**src/rtl/log_pool_pkg.sv**
```systemverilog
// Shared types and constants for the multi-log pool: slot state layout and
// the colour value that means "nothing drawn here".
package log_pool_pkg;

  localparam int X_W       = 12;
  localparam int Y_W       = 11;
  localparam int SPD_MAX_W = 8;
  localparam int RGB_W     = 8;

  localparam logic [RGB_W-1:0] TRANSPARENT = 8'hFF;

  // x is held as a 12-bit two's-complement value; callers use $signed on it
  typedef struct packed {
    logic                 active;
    logic [X_W-1:0]       x;
    logic [Y_W-1:0]       y;
    logic [SPD_MAX_W-1:0] speed;
    logic                 dir;
    logic [RGB_W-1:0]     rgb;
  } slot_t;

endpackage

```
**src/rtl/log_slot.sv**
```systemverilog
// One log slot: holds position/colour, moves on a tick, retires when it
// leaves the screen and reports whether the current pixel lies inside it.
module log_slot
  import log_pool_pkg::*;
#(
  parameter int OBJ_W    = 64,
  parameter int OBJ_H    = 32,
  parameter int SCREEN_W = 640
) (
  input  logic              CLK,
  input  logic              RESETn,
  input  logic              load,
  input  logic              clear,
  input  logic              tick,
  input  slot_t             load_data,
  input  logic [Y_W-1:0]    pix_x,
  input  logic [Y_W-1:0]    pix_y,
  output logic              active,
  output logic              active_nxt,
  output logic              hit,
  output logic [RGB_W-1:0]  rgb
);

  localparam logic signed [12:0] OBJ_W_S  = 13'(OBJ_W);
  localparam logic signed [12:0] SCREEN_S = 13'(SCREEN_W);
  localparam logic        [12:0] OBJ_H_U  = 13'(OBJ_H);

  slot_t              st;
  logic signed [12:0] x_ext;
  logic signed [12:0] step;
  logic signed [12:0] new_x;
  logic signed [12:0] pix_x_s;
  logic               retire;

  // Movement, retire decision and next-cycle occupancy
  always_comb begin
    x_ext   = $signed({st.x[X_W-1], st.x});
    step    = $signed({5'b0, st.speed});
    new_x   = st.dir ? (x_ext + step) : (x_ext - step);
    retire  = st.dir ? (new_x >= SCREEN_S) : ((new_x + OBJ_W_S) <= 13'sd0);
    active_nxt = st.active;
    if (clear)
      active_nxt = 1'b0;
    else if (load)
      active_nxt = load_data.active;
    else if (st.active && tick && retire)
      active_nxt = 1'b0;
  end

  // Pixel containment test; X compares signed so partly off-screen logs still draw
  always_comb begin
    pix_x_s = $signed({2'b00, pix_x});
    hit = st.active
       && (x_ext <= pix_x_s) && (pix_x_s < (x_ext + OBJ_W_S))
       && ({2'b00, pix_y} >= {2'b00, st.y})
       && ({2'b00, pix_y} < ({2'b00, st.y} + OBJ_H_U));
  end

  // Slot registers; only occupancy is reset, payload is don't-care while free
  always_ff @(posedge CLK or negedge RESETn) begin
    if (!RESETn) begin
      st.active <= 1'b0;
    end else begin
      st.active <= active_nxt;
      if (load) begin
        st.x     <= load_data.x;
        st.y     <= load_data.y;
        st.speed <= load_data.speed;
        st.dir   <= load_data.dir;
        st.rgb   <= load_data.rgb;
      end else if (st.active && tick) begin
        st.x <= new_x[X_W-1:0];
      end
    end
  end

  assign active = st.active;
  assign rgb    = st.rgb;

endmodule

```
**src/rtl/multi_log_pool.sv**
```systemverilog
// Pool of independent moving logs: allocates spawns to the lowest free slot,
// resolves pixel hits by lowest index and registers the drawing outputs.
module multi_log_pool
  import log_pool_pkg::*;
#(
  parameter int NUM_SLOTS = 16,
  parameter int OBJ_W     = 64,
  parameter int OBJ_H     = 32,
  parameter int SCREEN_W  = 640,
  parameter int SPEED_W   = 4
) (
  input  logic                         CLK,
  input  logic                         RESETn,
  input  logic                         spawn_valid,
  output logic                         spawn_ready,
  input  logic [10:0]                  spawn_x,
  input  logic [10:0]                  spawn_y,
  input  logic [SPEED_W-1:0]           spawn_speed,
  input  logic                         spawn_dir,
  input  logic [7:0]                   spawn_rgb,
  input  logic                         timer_done,
  input  logic                         freeze,
  input  logic                         clear_all,
  input  logic [10:0]                  oCoord_X,
  input  logic [10:0]                  oCoord_Y,
  output logic                         drawing_request,
  output logic [7:0]                   mVGA_RGB,
  output logic [$clog2(NUM_SLOTS)-1:0] hit_slot,
  output logic [$clog2(NUM_SLOTS):0]   active_count
);

  localparam int IDX_W = $clog2(NUM_SLOTS);

  logic [NUM_SLOTS-1:0] act;
  logic [NUM_SLOTS-1:0] act_nxt;
  logic [NUM_SLOTS-1:0] hit_vec;
  logic [NUM_SLOTS-1:0] load_vec;
  logic [7:0]           slot_rgb [NUM_SLOTS];
  slot_t                load_d;
  logic                 any_free;
  logic                 tick;
  logic                 hit_any;
  logic [IDX_W-1:0]     hit_idx;
  logic [7:0]           hit_rgb;
  logic [IDX_W:0]       cnt_nxt;

  assign tick = timer_done && !freeze;

  // Spawn payload as presented to every slot; only the selected one loads it
  always_comb begin
    load_d.active = 1'b1;
    load_d.x      = {spawn_x[10], spawn_x};
    load_d.y      = spawn_y;
    load_d.speed  = SPD_MAX_W'(spawn_speed);
    load_d.dir    = spawn_dir;
    load_d.rgb    = spawn_rgb;
  end

  // Lowest-index free slot gets the spawn; occupancy is the pre-edge view
  always_comb begin
    any_free = 1'b0;
    load_vec = '0;
    for (int i = NUM_SLOTS - 1; i >= 0; i--) begin
      if (!act[i]) begin
        any_free = 1'b1;
        load_vec = '0;
        load_vec[i] = spawn_valid && !clear_all;
      end
    end
    spawn_ready = any_free && !clear_all;
  end

  // Lowest-index hit wins; also count slots that will be active after the edge
  always_comb begin
    hit_any = 1'b0;
    hit_idx = '0;
    hit_rgb = TRANSPARENT;
    cnt_nxt = '0;
    for (int i = NUM_SLOTS - 1; i >= 0; i--) begin
      if (hit_vec[i]) begin
        hit_any = 1'b1;
        hit_idx = IDX_W'(i);
        hit_rgb = slot_rgb[i];
      end
      cnt_nxt = cnt_nxt + (IDX_W+1)'(act_nxt[i]);
    end
  end

  for (genvar g = 0; g < NUM_SLOTS; g++) begin : g_slot
    log_slot #(
      .OBJ_W   (OBJ_W),
      .OBJ_H   (OBJ_H),
      .SCREEN_W(SCREEN_W)
    ) u_slot (
      .CLK       (CLK),
      .RESETn    (RESETn),
      .load      (load_vec[g]),
      .clear     (clear_all),
      .tick      (tick),
      .load_data (load_d),
      .pix_x     (oCoord_X),
      .pix_y     (oCoord_Y),
      .active    (act[g]),
      .active_nxt(act_nxt[g]),
      .hit       (hit_vec[g]),
      .rgb       (slot_rgb[g])
    );
  end

  // Registered pixel outputs (one cycle after oCoord) and occupancy count
  always_ff @(posedge CLK or negedge RESETn) begin
    if (!RESETn) begin
      drawing_request <= 1'b0;
      mVGA_RGB        <= TRANSPARENT;
      hit_slot        <= '0;
      active_count    <= '0;
    end else begin
      drawing_request <= hit_any;
      mVGA_RGB        <= hit_rgb;
      hit_slot        <= hit_idx;
      active_count    <= cnt_nxt;
    end
  end

endmodule

```
**config.mk**
```make
export PLATFORM = sky130hd
export DESIGN_NAME = multi_log_pool
export DESIGN_NICKNAME = d
export VERILOG_FILES = /design/src/rtl/log_pool_pkg.sv /design/src/rtl/log_slot.sv /design/src/rtl/multi_log_pool.sv
export SDC_FILE = /design/constraint.sdc
export NUM_CORES = 2
export LEC_CHECK = 0
export CAP_MARGIN = 40
export CORE_ASPECT_RATIO = 0.75
export CORE_MARGIN = 1.5
export CORE_UTILIZATION = 40
export CTS_CLUSTER_SIZE = 25
export DETAILED_ROUTE_END_ITERATION = 6
export SYNTH_ARGS = -nofsm -noshare
export SYNTH_HDL_FRONTEND = slang
export SYNTH_SLANG_ARGS = --single-unit
```
**constraint.sdc**
```tcl
create_clock -name CLK -period 5.9 [get_ports CLK]
set_input_delay 1.18 -clock CLK [delete_from_list [all_inputs] [get_ports CLK]]
set_output_delay 1.18 -clock CLK [all_outputs]
set_load 0.1 [all_outputs]
```
# Word level (Yosys, flattened, before mapping)
# Index checks and enable logic that the tools add are counted.
# Widths: inputs -> output; s select.
dict set report totals {
  word_cells 632
  out_inout_bits 19
  inputBits 63
  regBits 610
}
dict set report op_classes {
  muxes 192
  addsub 95
  order_cmp 96
  n_reduce_logical 149
}
# operator count
set ops {}
lappend ops {{$mux 12} 32}
lappend ops {{$mux 16} 16}
lappend ops {{$add 12x5->13} 16}
lappend ops {{$add 12x8->13 const B} 16}
lappend ops {{$add 13x8->13 const B} 16}
lappend ops {{$ge 13x11->1 const B} 16}
lappend ops {{$le 13x1->1 const B} 16}
lappend ops {{$lt 11x13->1} 16}
lappend ops {{$lt 12x13->1} 16}
lappend ops {{$mux 13} 16}
lappend ops {{$sub 12x5->13} 16}
lappend ops {{$add 11x6->12 const B} 16}
lappend ops {{$le 12x12->1} 16}
lappend ops {{$ge 11x11->1} 16}
lappend ops {{$mux 8} 16}
lappend ops {{$logic_and 1x1->1} 99}
lappend ops {{$mux 1} 96}
lappend ops {{$mux 4} 16}
lappend ops {{$reduce_and 2->1} 32}
lappend ops {{$add 5x1->5} 11}
lappend ops {{$reduce_bool 2->1} 16}
lappend ops {{$add 4x1->5} 1}
lappend ops {{$add 3x1->4} 1}
lappend ops {{$add 2x1->3} 1}
lappend ops {{other kinds (2)} 3}

# Logic depth before layout (Yosys ltp)
dict set report depth {
  ltp_word 35
  mapped_depth 27
  depth_no_buf 27
}

# Hierarchy
# Synthesis repeated with hierarchy kept, for this count alone.
dict set report hier_totals {
  hier_cells 5811
  hier_area_um2 57305.0
}
# module n_inst area_per_inst_um2 cells_per_inst
set by_module_without_submodules {}
lappend by_module_without_submodules {{log_slot (g_slot[14].u_slot ...)} 8 3502.1 357}
lappend by_module_without_submodules {{log_slot (g_slot[0].u_slot ...)} 6 3363.2 329}
lappend by_module_without_submodules {{log_slot (g_slot[3].u_slot)} 1 3412.0 346}
lappend by_module_without_submodules {{log_slot (g_slot[13].u_slot)} 1 3383.2 332}
lappend by_module_without_submodules {multi_log_pool 1 2313.5 303}

# Least setup slack after synthesis
# Ideal clock, no wire load.
dict set report synth_timing {
  path_type {reg-to-reg}
  from {register g_slot[0].u_slot.st[10] (netlist name)}
  to {register active_count[4]}
  synth_period_minus_slack_ns 6.205
  required_time_ns 5.781
  path_stages_with_launch 24
  slack_ns -0.305
  arrival_ns 6.085
  setup_ns 0.119
  path_buffers 0
  cell_sequence {edfxtp_1 nor3_1 ha_1 mux2_2 ha_1 o21ai_1 nor2_1 o41a_1 a2111oi_0 o21bai_1 xnor2_1 nor3_1 o41a_1 o31ai_1 a211o_1 fa_1 fa_1 fa_1 fa_1 inv_1 ha_1 fa_1 a21oi_1 nor2b_1}
}
dict set report synth_via {
  elab_chain_cells 10
  elab_cells_between_ends 12
  classes_between {4 x add/sub; 2 x order compare; 5 x mux; 1 x reduce/logical}
}
# element line_no
set synth_rtl {}
lappend synth_rtl {{start: declaration} log_slot.sv:28} ;# slot_t st;
lappend synth_rtl {{$sub 12x5->13 / $add 12x5->13 (equally long branches)} log_slot.sv:39} ;# new_x = st.dir ? (x_ext + step) : (x_ext - step);
lappend synth_rtl {{$mux 13 *} log_slot.sv:39}
lappend synth_rtl {{$add 13x8->13} log_slot.sv:40} ;# retire = st.dir ? (new_x >= SCREEN_S) : ((new_x + OBJ_W_S) <= 13'sd0);
lappend synth_rtl {{$le 13x1->1} log_slot.sv:40}
lappend synth_rtl {{$mux 1 *} log_slot.sv:40}
lappend synth_rtl {{$logic_and 1x1->1 *} log_slot.sv:46} ;# else if (st.active && tick && retire)
lappend synth_rtl {{$mux 1 *} log_slot.sv:46}
lappend synth_rtl {{$mux 1 *} log_slot.sv:44} ;# else if (load)
lappend synth_rtl {{$mux 1 *} log_slot.sv:42} ;# if (clear)
lappend synth_rtl {{$add 5x1->5 *} multi_log_pool.sv:85} ;# cnt_nxt = cnt_nxt + (IDX_W+1)'(act_nxt[i]);
lappend synth_rtl {{named net cnt_nxt[4]} multi_log_pool.sv:45} ;# logic [IDX_W:0] cnt_nxt;
lappend synth_rtl {{end signal: assignment} multi_log_pool.sv:121} ;# active_count <= cnt_nxt;
lappend synth_rtl {{end: declaration} multi_log_pool.sv:29} ;# output logic [$clog2(NUM_SLOTS):0] active_count
# The timed path passes the listed nets; every way through them passes the cells marked *.
# A chain may end at the register's enable or synchronous reset.

# Final worst setup path
# Ends and elaborated chain as after synthesis.

==> flow_summary.json <==
{
  "status": "finished, violations left",
  "violations": "DRC, setup timing",
  "vdd.ir_drop.worst_mv": 0.255,
  "mappedNetlistNets": 6031,
  "route.vias.total": 42598,
  "crit_path_start": "g_slot[0].u_slot.st[10]",
  "post_route_cells_drive_above_1_share_pct": 15.7,
  "timing.critical_path.to_type": "register",
  "detailedRoute.firstIterationViolations": 4047,
  "critical_path.reg2reg.startpoint": "g_slot[0].u_slot.st[10]",
  "numPlacedInstances": 7222,
  "fin_nets": 6612,
  "grt_setup_unrepaired": "true",
  "start_util_pct": 40.2,
  "die_width_um": 415,
  "dpl_worst_slack_ps": -610,
  "tritoncts": "done",
  "design.die.area_mm2": 0.129,
  "synth_enable_flop_cells": 576,
  "hold_ws_ps": 492,
  "timing_worst_slew_pin_value_ps": 914,
  "path_class": "register to register",
  "kind_of_start_point_of_the_critical_path": "register",
  "setup.worst_path.end": "active_count[4]",
  "comb_power_share_pct": 11.1,
  "portBuffers": 81,
  "cts_made_buffers": 71,
  "cts_hold_buffers": 0,
  "timing.max_slew.rel_slack_pct": 38.8,
  "power.share.sequential_pct": 43.6,
  "crit_chain": "inv_1 -> ha_1 -> mux2_4 -> ha_4 -> a211oi_2 -> nor2_1 -> o41a_1 -> a2111oi_4 -> o21bai_1 -> xnor2_1 -> nor3_2 -> o41a_1 -> o31ai_2 -> a211o_1 -> fa_1 -> buf_6 -> fa_1 -> fa_1 -> fa_1 -> inv_2 -> ha_4 -> fa_2 -> a21oi_1 -> nor2b_1",
  "cpMostUsedCell": "sky130_fd_sc_hd__fa_1",
  "coreArea_mm2": 0.126,
  "remaining_drc_errors": 3,
  "cts_buffer_depth": 3,
  "final.setup.tns_ps": -2370,
  "postRouteAntennaNets": 0,
  "layout_setup_ws_ps": -604,
  "ioPinCount": 82,
  "share_clk_of_total_power_pct": 45.2,
  "critPathTopFamily": "adder cells",
  "leakagePower_nw": 25.8,
  "worst_case_clock_skew_ps": 57.9,
  "synth_async_sr_flop_share_pct": 5.57,
  "clock_tree.root_cell": "sky130_fd_sc_hd__clkbuf_16",
  "grt_max_degree": 30,
  "finalMaxSlewViolations": 0,
  "ys_seq_area_share_pct": 35.7,
  "worst_r2r_path_depth": 24,
  "synth.yosys.warnings": 0,
  "avg_inst_size_synth_um2": 10.1,
  "period_needed_ps": 6500,
  "finalWirelength_mm": 172,
  "final_core_utilization_pct": 47.9,
  "yosys.cell_types.count": 98,
  "fin_crit_sh_pct": 110,
  "grt_first_pass_wirelength_mm": 255,
  "reported_max_cap_violation_count": 0,
  "internal_power_summed_over_all_cells_mw": 8.09,
  "tritoncts_num_sinks": 610,
  "timing.critical_path.arrival_ps": 7060,
  "insertion_delay_ps": 700,
  "cts_clk_pin_slew_worst_paths_ps": 60,
  "setup_viol_count_final": 5,
  "switching_share_pct": 25.7,
  "detailedRoute.firstPassIterationCount": 7,
  "destination_of_the_worst_register_to_register_timing_path": "active_count[4]",
  "grt_overflow": 0,
  "placementRows": 113,
  "antenna_found_initial": 10,
  "net-switching-power_mw": 2.80,
  "die_y_um": 312,
  "worst_path_max_delay_cell": "sky130_fd_sc_hd__fa_1",
  "critical-path-max-stage-delay_ps": 510,
  "grt_usage_pct": 26.1,
  "clock_tree.htree_level_count": 3,
  "final_hold_viol_count": 0,
  "ys_seq_elements": 610,
  "post_dp_cell_area_mm2": 0.0577,
  "syn2layout_area_growth_pct": 19.1,
  "post_synth_instance_area_mm2": 0.0509,
  "detailedPlacementHpwl_mm": 127,
  "worstSetupPathDepth": 24,
  "hold_class": "input port to asynchronous set/reset pin",
  "post_dr_vias_cell": 5.79,
  "finish.cell_count_without_fillers": 7363,
  "postLayoutCellArea_mm2": 0.0606,
  "first_global_vias": 40487,
  "total_power_mw": 10.9,
  "cells_after_synth": 5057,
  "dr_wl_cell_um": 23.3,
  "max_freq_ghz": 0.154,
  "critical_path_fanout_max": 3,
  "ys_dominant_reg_cell": "sky130_fd_sc_hd__edfxtp_1",
  "worst-endpoint-required_ps": 6460,
  "pd_cells_mw_per_mm2": 180,
  "cp_num_buf_inv": 3,
  "setup.reg_to_reg.worst_slack_ps": -600,
  "gp_congestion": 0.952
}
==> state kept, by name, indices dropped and copies added, names as in the netlist <==
register,flops
drawing_request,1
g_slot.u_slot.active,16
g_slot.u_slot.st,448
g_slot.u_slot.rgb,128
active_count,5
hit_slot,4
mVGA_RGB,8
==> area by class of cell <==
| cell class | count | area (um^2) |
|---|---|---|
| Clock inverter | 40 | 673 |
| Multi-Input combinational cell | 3902 | 31100 |
| Antenna cell | 3 | 7.51 |
| Clock buffer | 88 | 1910 |
| Tap cell | 1667 | 2090 |
| Fill cell | 11678 | 65800 |
| Inverter | 457 | 1720 |
| Timing Repair Buffer | 596 | 4970 |
| Sequential cell | 610 | 18200 |
==> power by group through the flow <==
stage	Clock (mW)	Combinational [mW]	Sequential, mW
finish	4.92	1.21	4.75
global route	5.16	1.30	4.75
CTS	5.01	1.18	4.75
detailed placement	0	1.17	4.84
global placement	0	1.12	4.85
floorplan	0	0.526	4.86
==> worst register-to-register path, cell delays in order (launching register included) <==
cell,delay [ps]
sky130_fd_sc_hd__edfxtp_1,430
sky130_fd_sc_hd__inv_1,80
sky130_fd_sc_hd__ha_1,280
sky130_fd_sc_hd__mux2_4,290
sky130_fd_sc_hd__ha_4,220
sky130_fd_sc_hd__a211oi_2,190
sky130_fd_sc_hd__nor2_1,100
sky130_fd_sc_hd__o41a_1,470
sky130_fd_sc_hd__a2111oi_4,390
sky130_fd_sc_hd__o21bai_1,130
sky130_fd_sc_hd__xnor2_1,160
sky130_fd_sc_hd__nor3_2,260
sky130_fd_sc_hd__o41a_1,220
sky130_fd_sc_hd__o31ai_2,80
sky130_fd_sc_hd__a211o_1,280
sky130_fd_sc_hd__fa_1,450
sky130_fd_sc_hd__buf_6,160
sky130_fd_sc_hd__fa_1,510
sky130_fd_sc_hd__fa_1,430
sky130_fd_sc_hd__fa_1,510
sky130_fd_sc_hd__inv_2,50
sky130_fd_sc_hd__ha_4,150
sky130_fd_sc_hd__fa_2,350
sky130_fd_sc_hd__a21oi_1,130
sky130_fd_sc_hd__nor2b_1,60
==> cells in the mapped netlist, types with 64 or more instances <==
cell / instances / area (um^2)
sky130_fd_sc_hd__a21oi_1: 286 / 1430
sky130_fd_sc_hd__nand3_1: 188 / 941
sky130_fd_sc_hd__a21o_1: 77 / 578
sky130_fd_sc_hd__a211oi_1: 82 / 616
sky130_fd_sc_hd__inv_1: 453 / 1700
sky130_fd_sc_hd__nor2b_1: 80 / 500
sky130_fd_sc_hd__clkbuf_1: 64 / 240
sky130_fd_sc_hd__xnor2_1: 214 / 1870
sky130_fd_sc_hd__nand4_1: 71 / 444
sky130_fd_sc_hd__o21ai_0: 228 / 1140
sky130_fd_sc_hd__nand2_1: 274 / 1030
sky130_fd_sc_hd__ha_1: 885 / 11100
sky130_fd_sc_hd__xor2_1: 97 / 850
sky130_fd_sc_hd__nor2_1: 305 / 1140
sky130_fd_sc_hd__edfxtp_1: 576 / 17300
sky130_fd_sc_hd__nor3_1: 155 / 776
sky130_fd_sc_hd__mux2_2: 134 / 1510
sky130_fd_sc_hd__o21a_1: 73 / 548
==> worst min path at each step <==
stage / from / endpoint / slack (ps) / cells past startpoint
after global placement: g_slot[0].u_slot.rgb[0] / mVGA_RGB[0] / 640 / 3
after detailed placement: g_slot[0].u_slot.rgb[0] / mVGA_RGB[0] / 650 / 3
after global routing: RESETn / hit_slot[0] / 490 / 1
after floorplan: g_slot[0].u_slot.rgb[6] / mVGA_RGB[6] / 510 / 2
after CTS: RESETn / hit_slot[0] / 470 / 1
final: RESETn / hit_slot[0] / 490 / 1
==> cell usage in the layout, fill, tap and decap left out, types with 47 or more instances in the layout <==
cell	count
sky130_fd_sc_hd__and3_1	47
sky130_fd_sc_hd__a21o_1	77
sky130_fd_sc_hd__o21ai_0	226
sky130_fd_sc_hd__nand3_1	188
sky130_fd_sc_hd__xnor2_1	212
sky130_fd_sc_hd__clkdlybuf4s50_1	66
sky130_fd_sc_hd__buf_4	475
sky130_fd_sc_hd__a211oi_1	75
sky130_fd_sc_hd__inv_1	451
sky130_fd_sc_hd__nor3_1	136
sky130_fd_sc_hd__mux2_2	129
sky130_fd_sc_hd__xor2_1	97
sky130_fd_sc_hd__nor2b_1	79
sky130_fd_sc_hd__o21ai_1	52
sky130_fd_sc_hd__ha_1	880
sky130_fd_sc_hd__o21a_1	73
sky130_fd_sc_hd__clkbuf_16	72
sky130_fd_sc_hd__nand2b_1	47
sky130_fd_sc_hd__a21oi_1	282
sky130_fd_sc_hd__nand2_1	274
sky130_fd_sc_hd__edfxtp_1	576
sky130_fd_sc_hd__nor2_1	301
sky130_fd_sc_hd__nand4_1	71
==> kinds of logic after synthesis <==
logic type               Yosys count  share of synthesized area (%)
AO/OA/AOI/OAI                   1221                           16.1
XOR/XNOR                         311                           5.36
adder cells (fa/ha/maj)          911                           22.8
buffers and inverters            545                           4.09
flip-flops                       610                           35.7
multiplexers                     148                           3.24
AND/OR/NAND/NOR                 1311                           12.7
==> metal layers <==
metal | vias up | wire length [um] | share of wire (%) | global-route usage, %
li1 | 20139 | - | - | -
met1 | 20618 | 81600 | 47 | 39.8
met2 | 1594 | 69900 | 41 | 37.5
met5 | - | 0 | 0 | 0
met4 | 0 | 4740 | 2.8 | 7.12
met3 | 247 | 15600 | 9.1 | 4.37
==> repair_timing <==
item / 4_1_cts / 5_1_grt
gates resized for setup: 14 / 34
buffers inserted: 6 / 5
pin swaps: 3 / 22
endpoints found under the setup margin: 5 / 5
No activity file was read; power rests on OpenSTA's default activity.
